<file path="config.mk">
export PLATFORM = sky130hd
export DESIGN_NAME = tmp_fir_feeder
export DESIGN_NICKNAME = d
export VERILOG_FILES = /design/src/rtl/tmp_fir_feeder_pkg.sv /design/src/rtl/tmp_fir_feeder_fifo.sv /design/src/rtl/tmp_fir_feeder.sv
export SDC_FILE = /design/constraint.sdc
export NUM_CORES = 1
export LEC_CHECK = 0
export ABC_AREA = 1
export ABC_CLOCK_PERIOD_IN_PS = 5200
export BUFFER_PORTS_ARGS = -buffer_cell sky130_fd_sc_hd__buf_4
export CAP_MARGIN = 15
export CELL_PAD_IN_SITES_DETAIL_PLACEMENT = 1
export CELL_PAD_IN_SITES_GLOBAL_PLACEMENT = 2
export CORE_AREA = 2 2 102 104
export DETAILED_ROUTE_END_ITERATION = 8
export DIE_AREA = 0 0 104 106
export GPL_ROUTABILITY_DRIVEN = 0
export PLACE_DENSITY = 0.79
export SYNTH_ARGS = -nofsm -noshare
export SYNTH_HDL_FRONTEND = slang
export SYNTH_SLANG_ARGS = --single-unit
</file>
<file path="constraint.sdc">
create_clock -name CLK -period 5.2 [get_ports CLK]
set_clock_uncertainty 0.05 [all_clocks]
set_input_delay 0.52 -clock CLK [delete_from_list [all_inputs] [get_ports CLK]]
set_output_delay 0.52 -clock CLK [all_outputs]
set_load 0.005 [all_outputs]
</file>
<file path="src/rtl/tmp_fir_feeder_pkg.sv">
// tmp_fir_feeder_pkg
//   Shared types and defaults for the tmp_fir_feeder block.
//   - state_t            : feeder FSM states (IDLE, WAIT)
//   - DEF_WII / DEF_WFI  : default integer / fraction bits of a sample
//   - DEF_SW             : default sample width
//   - default_timeout()  : default watchdog limit for a given FIR cycle count
package tmp_fir_feeder_pkg;

  typedef enum logic {
    IDLE = 1'b0,
    WAIT = 1'b1
  } state_t;

  localparam int DEF_WII = 2;
  localparam int DEF_WFI = 10;
  localparam int DEF_SW  = DEF_WII + DEF_WFI;

  // Twice the accumulation length plus slack for the issue/return hops.
  function automatic int default_timeout(input int cycle_num);
    return 2 * cycle_num + 8;
  endfunction

endpackage

</file>
<file path="src/rtl/tmp_fir_feeder_fifo.sv">
// fir_sample_fifo
//   Synchronous FIFO holding samples waiting to be issued to the FIR.
//   Head is read straight from storage, so a sample written at an edge is
//   visible at the head from the next cycle on (no bypass path).
// Ports:
//   clk, rst_n        : clock, synchronous active-low reset (empties FIFO)
//   i_push, i_data    : write strobe and data (caller guarantees !o_full)
//   i_pop             : read strobe (caller guarantees !o_empty)
//   o_head            : oldest stored entry
//   o_count           : occupancy, 0..DEPTH
//   o_full, o_empty   : occupancy flags
module fir_sample_fifo #(
  parameter int W     = 12,
  parameter int DEPTH = 4
) (
  input  logic                       clk,
  input  logic                       rst_n,
  input  logic                       i_push,
  input  logic [W-1:0]               i_data,
  input  logic                       i_pop,
  output logic [W-1:0]               o_head,
  output logic [$clog2(DEPTH):0]     o_count,
  output logic                       o_full,
  output logic                       o_empty
);

  localparam int AW = $clog2(DEPTH);
  localparam int CW = AW + 1;

  logic [W-1:0]  r_mem [DEPTH];
  logic [AW-1:0] r_wr_ptr;
  logic [AW-1:0] r_rd_ptr;
  logic [CW-1:0] r_count;

  // Pointers are AW bits wide and DEPTH is a power of two, so they wrap
  // modulo DEPTH on their own.
  always_ff @(posedge clk) begin
    if (i_push) begin
      r_mem[r_wr_ptr] <= i_data;
    end
  end

  always_ff @(posedge clk) begin
    if (!rst_n) begin
      r_wr_ptr <= '0;
      r_rd_ptr <= '0;
      r_count  <= '0;
    end else begin
      if (i_push) r_wr_ptr <= r_wr_ptr + AW'(1);
      if (i_pop)  r_rd_ptr <= r_rd_ptr + AW'(1);
      case ({i_push, i_pop})
        2'b10:   r_count <= r_count + CW'(1);
        2'b01:   r_count <= r_count - CW'(1);
        default: r_count <= r_count;
      endcase
    end
  end

  assign o_head  = r_mem[r_rd_ptr];
  assign o_count = r_count;
  assign o_full  = (r_count == CW'(DEPTH));
  assign o_empty = (r_count == '0);

endmodule

</file>
<file path="src/rtl/tmp_fir_feeder.sv">
// tmp_fir_feeder
//   Stream-side initiator for the time-multiplexed FIR. Buffers incoming
//   samples, issues them one at a time to the FIR (holding x stable for the
//   whole accumulation) and returns each result on a valid/ready port.
//
// Handshakes: a transfer happens on a cycle where both valid and ready are
//   high. s_valid/s_data are held by upstream until accepted; m_valid/m_data
//   are held here until m_ready. fir_in_valid is a one-cycle strobe and
//   fir_out_valid is a one-cycle strobe from the FIR; neither has a ready.
//
// Ports:
//   CLK, RST_N        : clock, synchronous active-low reset
//   s_data/s_valid/s_ready : sample input port
//   fir_rst           : active-high reset to the FIR (~RST_N)
//   fir_x/fir_in_valid: sample and issue strobe to the FIR (registered)
//   fir_y/fir_out_valid : result and result strobe from the FIR
//   m_data/m_valid/m_ready : result output port (registered)
//   busy              : work pending anywhere in the block
//   timeout_err       : sticky watchdog flag
//   dbg_state         : current FSM state, for observation only
//
// Build option: define TMP_FIR_FEEDER_TIMEOUT_EN to build the WAIT watchdog.
//   Without it, timeout_err is tied 0 and WAIT lasts until fir_out_valid.
module tmp_fir_feeder
  import tmp_fir_feeder_pkg::*;
#(
  parameter int WII       = DEF_WII,
  parameter int WFI       = DEF_WFI,
  parameter int WIO       = WII,
  parameter int WFO       = WFI,
  parameter int CYCLE_NUM = 4,
  parameter int DEPTH     = 4,
  parameter int TIMEOUT   = default_timeout(CYCLE_NUM)
) (
  input  logic                 CLK,
  input  logic                 RST_N,
  input  logic [WII+WFI-1:0]   s_data,
  input  logic                 s_valid,
  output logic                 s_ready,
  output logic                 fir_rst,
  output logic [WII+WFI-1:0]   fir_x,
  output logic                 fir_in_valid,
  input  logic [WIO+WFO-1:0]   fir_y,
  input  logic                 fir_out_valid,
  output logic [WIO+WFO-1:0]   m_data,
  output logic                 m_valid,
  input  logic                 m_ready,
  output logic                 busy,
  output logic                 timeout_err,
  output state_t               dbg_state
);

  localparam int SW = WII + WFI;
  localparam int OW = WIO + WFO;
  localparam int CW = $clog2(DEPTH) + 1;

  if (DEPTH < 2 || (DEPTH & (DEPTH - 1)) != 0 || TIMEOUT < 1) begin : g_cfg_check
    $error("tmp_fir_feeder: DEPTH must be a power of two >= 2 and TIMEOUT >= 1");
  end

  state_t        r_state;
  state_t        w_next_state;
  logic          w_issue;
  logic          w_load;
  logic          w_timeout;
  logic          w_push;
  logic          w_full;
  logic          w_empty;
  logic [SW-1:0] w_head;
  logic [CW-1:0] w_count;

  logic [SW-1:0] r_fir_x;
  logic          r_fir_in_valid;
  logic [OW-1:0] r_m_data;
  logic          r_m_valid;

  assign fir_rst = ~RST_N;
  assign s_ready = RST_N & ~w_full;
  assign w_push  = s_valid & s_ready;

  fir_sample_fifo #(
    .W     (SW),
    .DEPTH (DEPTH)
  ) u_fifo (
    .clk     (CLK),
    .rst_n   (RST_N),
    .i_push  (w_push),
    .i_data  (s_data),
    .i_pop   (w_issue),
    .o_head  (w_head),
    .o_count (w_count),
    .o_full  (w_full),
    .o_empty (w_empty)
  );

  always_ff @(posedge CLK) begin
    if (!RST_N) r_state <= IDLE;
    else        r_state <= w_next_state;
  end

  // Issue waits for room in the output register, which is what guarantees a
  // pending result is never overwritten by the next one.
  always_comb begin
    w_next_state = r_state;
    w_issue      = 1'b0;
    w_load       = 1'b0;
    case (r_state)
      IDLE: begin
        if (!w_empty && (!r_m_valid || m_ready)) begin
          w_issue      = 1'b1;
          w_next_state = WAIT;
        end
      end
      WAIT: begin
        if (fir_out_valid) begin
          w_load       = 1'b1;
          w_next_state = IDLE;
        end else if (w_timeout) begin
          w_next_state = IDLE;
        end
      end
      default: w_next_state = IDLE;
    endcase
  end

  // fir_x only changes on issue, so it stays put through the fir_out_valid
  // cycle while the FIR shifts it into its delay line.
  always_ff @(posedge CLK) begin
    if (!RST_N) begin
      r_fir_x        <= '0;
      r_fir_in_valid <= 1'b0;
      r_m_data       <= '0;
      r_m_valid      <= 1'b0;
    end else begin
      r_fir_in_valid <= w_issue;
      if (w_issue) r_fir_x <= w_head;
      if (w_load) begin
        r_m_data  <= fir_y;
        r_m_valid <= 1'b1;
      end else if (m_ready) begin
        r_m_valid <= 1'b0;
      end
    end
  end

`ifdef TMP_FIR_FEEDER_TIMEOUT_EN
  localparam int TW = $clog2(TIMEOUT + 1);
  logic [TW-1:0] r_wait_cnt;
  logic          r_timeout_err;

  // Counter holds the number of WAIT cycles already elapsed; a result
  // arriving on the final cycle still wins over the watchdog.
  assign w_timeout = (r_state == WAIT) && !fir_out_valid &&
                     (r_wait_cnt == TW'(TIMEOUT - 1));

  always_ff @(posedge CLK) begin
    if (!RST_N) begin
      r_wait_cnt    <= '0;
      r_timeout_err <= 1'b0;
    end else begin
      if (r_state == WAIT) r_wait_cnt <= r_wait_cnt + TW'(1);
      else                 r_wait_cnt <= '0;
      if (w_timeout) r_timeout_err <= 1'b1;
    end
  end

  assign timeout_err = r_timeout_err;
`else
  assign w_timeout   = 1'b0;
  assign timeout_err = 1'b0;
`endif

  assign fir_x        = r_fir_x;
  assign fir_in_valid = r_fir_in_valid;
  assign m_data       = r_m_data;
  assign m_valid      = r_m_valid;
  assign busy         = (r_state != IDLE) || (w_count != '0) || r_m_valid;
  assign dbg_state    = r_state;

endmodule

</file>
After elaboration in Yosys (flattened, before gate mapping) --
Memories as Yosys holds them, arrays and structs flattened. A register that Yosys moved wholly into a read port is not among the register bits. Cells that the tools add are included. W data, S select, Z words.
Cells by class: add/subtract/negate cells 4, reduce and logical (&&, ||, !) cells 11, mux-type cells 11, equal/unequal tests 3, bitwise operators 5
Operator list (number):
- $mux W1 | 9
- $pmux W3 S2 | 1
- $add A2 B1 Y2 const B | 2
- $reduce_bool A2 Y1 | 2
- $add A3 B1 Y3 const B | 1
- $eq A3 B3 Y1 const B | 1
- $logic_not A1 Y1 | 3
- $logic_not A3 Y1 | 1
- $logic_or A1 B1 Y1 | 3
- $not A1 Y1 | 3
- $reduce_bool A3 Y1 | 1
- $sub A3 B1 Y3 const B | 1
- $and A1 B1 Y1 | 2
- $eq A2 B1 Y1 const B | 1
- $eq A2 B2 Y1 const B | 1
- $pmux W1 S2 | 1
- $logic_and A1 B1 Y1 | 1
Word-level totals: memories kept 1, flip-flop bits (word level) 22, logic and storage cells 42, bits in writable memories 48
Memories:
- u_fifo.r_mem | words 4, width 12, rd ports 1, clocked after Yosys merged registers in 1, write ports 1, RTL line tmp_fir_feeder_fifo.sv:30 | logic [W-1:0] r_mem [DEPTH];

Longest topological paths before layout --
depth after elaboration 7, gate-level depth with buffers 13, gate-level depth less buffers 12

Hierarchy --
From an unflattened synthesis, not the netlist that was laid out.
Unflattened totals: cells, all modules 323, area total of the unflattened synthesis 3330.7 um2
Modules (own cells, without submodules):
- fir_sample_fifo | cells an instance 173, times used 1, area each 2222.1 um2, seq. area each 1621.6 um2
- tmp_fir_feeder | cells an instance 150, times used 1, area each 1108.6 um2, seq. area each 540.5 um2

Least setup slack after synthesis --
Ideal clock, no wire load.
path kind input-to-reg, start point input m_ready, end point register u_fifo.r_count[2], in the netlist u_fifo.o_count[2], setup time 113 ps, required time 5037 ps, stages 13, slack 3016 ps, data arrival time 2021 ps, path through inv_1 > nand2_1 > nand3_4 > buf_4 > inv_1 > ha_1 > fa_1 > nand2_1 > inv_1 > nor3_1 > nand2_1 > nand2_1 > nor2_1
Between the ends: longest elaborated chain between the ends 6, elaborated cells on any way between the ends 8, classes of those cells eq/ne: 2; mux: 3; reduce/logical: 3
RTL lines:
- start, declared | RTL line tmp_fir_feeder.sv:47 | input logic m_ready,
- $logic_or A1 B1 Y1 * | RTL line tmp_fir_feeder.sv:109 | if (!w_empty && (!r_m_valid || m_ready)) begin
- $logic_and A1 B1 Y1 * | RTL line tmp_fir_feeder.sv:109
- $mux W1 * | RTL line tmp_fir_feeder.sv:109
- $mux W1 * | RTL line tmp_fir_feeder.sv:107 | case (r_state)
- net u_fifo.i_pop | RTL line tmp_fir_feeder_fifo.sv:20 | input logic i_pop,
- $eq A2 B1 Y1 or $eq A2 B2 Y1 (tied branches) | RTL line tmp_fir_feeder_fifo.sv:51 | case ({i_push, i_pop})
- $pmux W3 S2 or $reduce_bool A2 Y1 (tied branches)
- end signal, assigned | RTL line tmp_fir_feeder_fifo.sv:52 | 2'b10: r_count <= r_count + CW'(1);
- end signal, assigned | RTL line tmp_fir_feeder_fifo.sv:53 | 2'b01: r_count <= r_count - CW'(1);
- end signal, assigned | RTL line tmp_fir_feeder_fifo.sv:54 | default: r_count <= r_count;
- end, declared | RTL line tmp_fir_feeder_fifo.sv:33 | logic [CW-1:0] r_count;
Mark *: on every way through the listed nets, which the timed path passes. The rest lies on a longest branch. A chain may end at the register's enable or synchronous reset.

Worst setup path in the final report --
start point register u_fifo.r_count[0], in the netlist u_fifo.o_count[0], end point register u_fifo.r_count[2], in the netlist u_fifo.o_count[2]
Between the ends: longest elaborated chain between the ends 7, elaborated cells on any way between the ends 15, classes of those cells add/sub: 2; eq/ne: 3; mux: 3; bitwise: 3; reduce/logical: 4
RTL lines:
- $logic_not A3 Y1 * | RTL line tmp_fir_feeder_fifo.sv:62 | assign o_empty = (r_count == '0);
- $logic_not A1 Y1 * | RTL line tmp_fir_feeder.sv:109
- $logic_and A1 B1 Y1 * | RTL line tmp_fir_feeder.sv:109
- $mux W1 * | RTL line tmp_fir_feeder.sv:109
- $mux W1 * | RTL line tmp_fir_feeder.sv:107
- net u_fifo.i_pop | RTL line tmp_fir_feeder_fifo.sv:20
- $eq A2 B1 Y1 or $eq A2 B2 Y1 (tied branches) | RTL line tmp_fir_feeder_fifo.sv:51
- $pmux W3 S2 or $reduce_bool A2 Y1 (tied branches)
Marked as above.

==> results summary <==
No sink is reached through more buffers than the 2 on the longest clock path. The vertical extent of the die is 106 um. The largest fanout on the critical path came out at 28.

Summed over all nets, the switching power comes to 736 uW. Of the total power, combinational logic draws 0.356. The final antenna-violating net count is 0. The total routed wirelength came out at 7.58 mm. The sum of negative setup slack came out at 0 ps. The synthesis-stage register bit count came out at 82. The highest clock rate came out at 0.442 GHz. The total overflow reported by the global router came out at 0. The required time of the critical path came out at 5390 ps. TritonCTS built the clock tree. The actual transition at the worst max-transition pin is 1050 ps. The largest vdd supply drop came out at 0.000187 V. The level count of the clock H-tree is 3.

In this run, post-CTS hold repair placed 0 buffers. The width of the die is 104 um. The clock latency reported for the late side of the worst-skew pair is 340 ps. The total count of hold-check failures in the final report is 0. Of the total power, registers draw 0.418. The cell area after technology mapping is 3460 um^2. The share of the Yosys chip area taken by registers is 0.612. After detailed routing, the average wire length per cell comes to 13.1 um.

The full die area is 11000 um^2. The via count of the first global-routing pass is 2470. The number of gates resized after CTS is 0. The flow ran to the end, and the final reports show no timing, DRC or antenna violations. The filler cells instantiated in the layout total 1224.

The average vias per placed instance is 4.25. The synthesized netlist net count came out at 419. The largest net degree at the start of global routing came out at 35. The arrival time at the worst endpoint is 2460 ps.

The normalized max-slew margin came out at 0.299. Internal power comes to 1310 uW. The number of setup violations in the final report is 0. The count of buffers from port buffering is 58.

The share of the cycle needed by the critical path after routing came out at 0.435. The clock transition at the register clock pins on the worst setup and hold paths after CTS came out at 80 ps. Clock tree synthesis inserted a total of 9 buffers. The max-slew violation count is 0. The static leakage is 0.00191 uW. The count of yosys warnings during synthesis is 0. The share of post-route cells with drive strength above 1 came out at 0.189. STA classifies the critical path startpoint as a flip-flop. The global routing usage summed across all routing layers is 0.144.

The effective utilization at floorplan is 0.346. The area growth from synthesis to layout is 20.4%. Leaving out fill and tap cells, the most frequent cell in the layout is sky130_fd_sc_hd__nand2_1. In the layout the commonest cells are 115 x sky130_fd_sc_hd__nand2_1, 61 x sky130_fd_sc_hd__nor2_1, 60 x sky130_fd_sc_hd__buf_4. The via count of the routed design is 2463.

Setup repair after global routing left no endpoint under its margin. The detailed router finished its first iteration with 80 violations. The clock tree root driver cell is sky130_fd_sc_hd__clkbuf_8.

The number of library cell types mapped by synthesis came out at 25. Dividing total power by cell area gives a power density of 491 nW/um^2. The wire length of the first global-routing pass is 12.3 mm. Pin placement for this block handled 60 I/O pins. The mean cell area of the mapped netlist came out at 9.02 um^2.

The number of sinks on the clock net came out at 82. The row count is 37. The wire-length estimate of the detail-placed layout is 5.32 mm. The count of max-cap constraint violations is 0. Before antenna repair, the detailed router went through 4 iterations.

The number of nets in the finished design is 474. The antenna diode count came out at 0. The placeable core region is 10000 um^2. The clock period could shrink to 2260 ps. Across all register-to-register paths, the minimum setup slack is 2940 ps.

The net switching share of the total power is 0.359. The clock network fraction of design power came out at 0.226. The startpoint-to-endpoint class of the critical path is reg2reg. After detailed placement, the total cell area comes to 3970 um^2. The worst hold path belongs to the class in2reg.

The worst hold margin is 326 ps. The post-route cell area is 4170 um^2. The initial antenna violation count is 0. The gate count after technology mapping came out at 384.

STA classifies the critical path endpoint as a flip-flop. The detailed-route DRC error count is 0. Post-CTS timing repair inserted 0 buffers for setup.
==> kinds of logic after synthesis <==
family,after synthesis,share of synthesized area
simple gates,204,0.242
flops,82,0.612
buf+inv,70,0.0899
compound gates,21,0.0311
fa+ha+maj,6,0.0238
other cells,1,0.00108
==> metrics by stage <==
step                      utilization  power [uW]  setup WS (ps)  cells
after global placement          0.397        1600           2700    563
after CTS                       0.417        2080           2910    579
after floorplan                     -        1380           3020    384
after detailed placement        0.397        1620           2630    563
after global routing            0.417        2230           2770    580
final                           0.417        2050           2940    580
==> cell type report <==
| type | count | area (um^2) | share of cell area |
|---|---|---|---|
| timing repair buffer | 60 | 450 | 0.108 |
| clock buffer | 11 | 141 | 0.0339 |
| clock inverter | 5 | 55.1 | 0.0132 |
| tap | 136 | 170 | 0.0408 |
| sequential | 82 | 2120 | 0.509 |
| multi-input combinational | 232 | 1030 | 0.247 |
| inverter | 54 | 203 | 0.0486 |
==> final timing paths <==
check / from / endpoint / cells past startpoint
setup / recovery: u_fifo.o_count[0]$_SDFFE_PN0P_ / u_fifo.o_count[2]$_SDFFE_PN0P_ / 12
hold / removal: fir_out_valid / dbg_state$_SDFF_PN0_ / 2
setup reg to reg: u_fifo.o_count[0]$_SDFFE_PN0P_ / u_fifo.o_count[2]$_SDFFE_PN0P_ / 12
hold reg to reg: m_data[2]$_SDFFE_PN0P_ / m_data[2]$_SDFFE_PN0P_ / 2
==> state kept, by name, indices dropped and copies added, names as in the netlist <==
name / count
m_data: 12
u_fifo.r_mem: 48
u_fifo.r_rd_ptr: 2
fir_x: 12
u_fifo.r_wr_ptr: 2
dbg_state: 1
m_valid: 1
u_fifo.o_count: 3
fir_in_valid: 1
==> critical path, stage by stage (launching register included) <==
cell	delay [ps]
sky130_fd_sc_hd__dfxtp_1	330
sky130_fd_sc_hd__inv_1	160
sky130_fd_sc_hd__nand3_4	120
sky130_fd_sc_hd__nand3_4	250
sky130_fd_sc_hd__inv_1	80
sky130_fd_sc_hd__ha_1	250
sky130_fd_sc_hd__fa_1	400
sky130_fd_sc_hd__nand2_1	80
sky130_fd_sc_hd__inv_1	40
sky130_fd_sc_hd__nor3_1	210
sky130_fd_sc_hd__nand2_1	80
sky130_fd_sc_hd__nand2_1	70
sky130_fd_sc_hd__nor2_1	40
==> cell usage after synthesis, drive strengths merged <==
master	count	area, um^2
o22ai	1	6.26
nor2	61	229
edfxtp	48	1440
conb	1	3.75
clkbuf	3	11.3
a31oi	1	6.26
or3	1	6.26
nand4	2	12.5
nand3	18	115
inv	54	203
buf	13	97.6
nor3	1	5.00
nand2	121	469
fa	1	20.0
a21oi	4	20.0
o21ai	15	75.1
dfxtp	34	681
ha	5	62.6
==> power groups by stage <==
stage	clock network, uW	registers, uW	logic, uW
after floorplan	0	866	513
after global placement	0	872	729
after detailed placement	0	876	744
after CTS	474	861	749
after global routing	501	871	854
final	463	858	730
==> layer usage <==
| metal | up-vias | GRT usage | routed length, um |
|---|---|---|---|
| met5 | - | 0 | 0 |
| met3 | 5 | 0.0313 | 251 |
| met2 | 34 | 0.226 | 3460 |
| met4 | 0 | 0.0521 | 95 |
| met1 | 1131 | 0.198 | 3770 |
| li1 | 1293 | - | - |
Note: power is estimated with default switching activity, not from simulation.
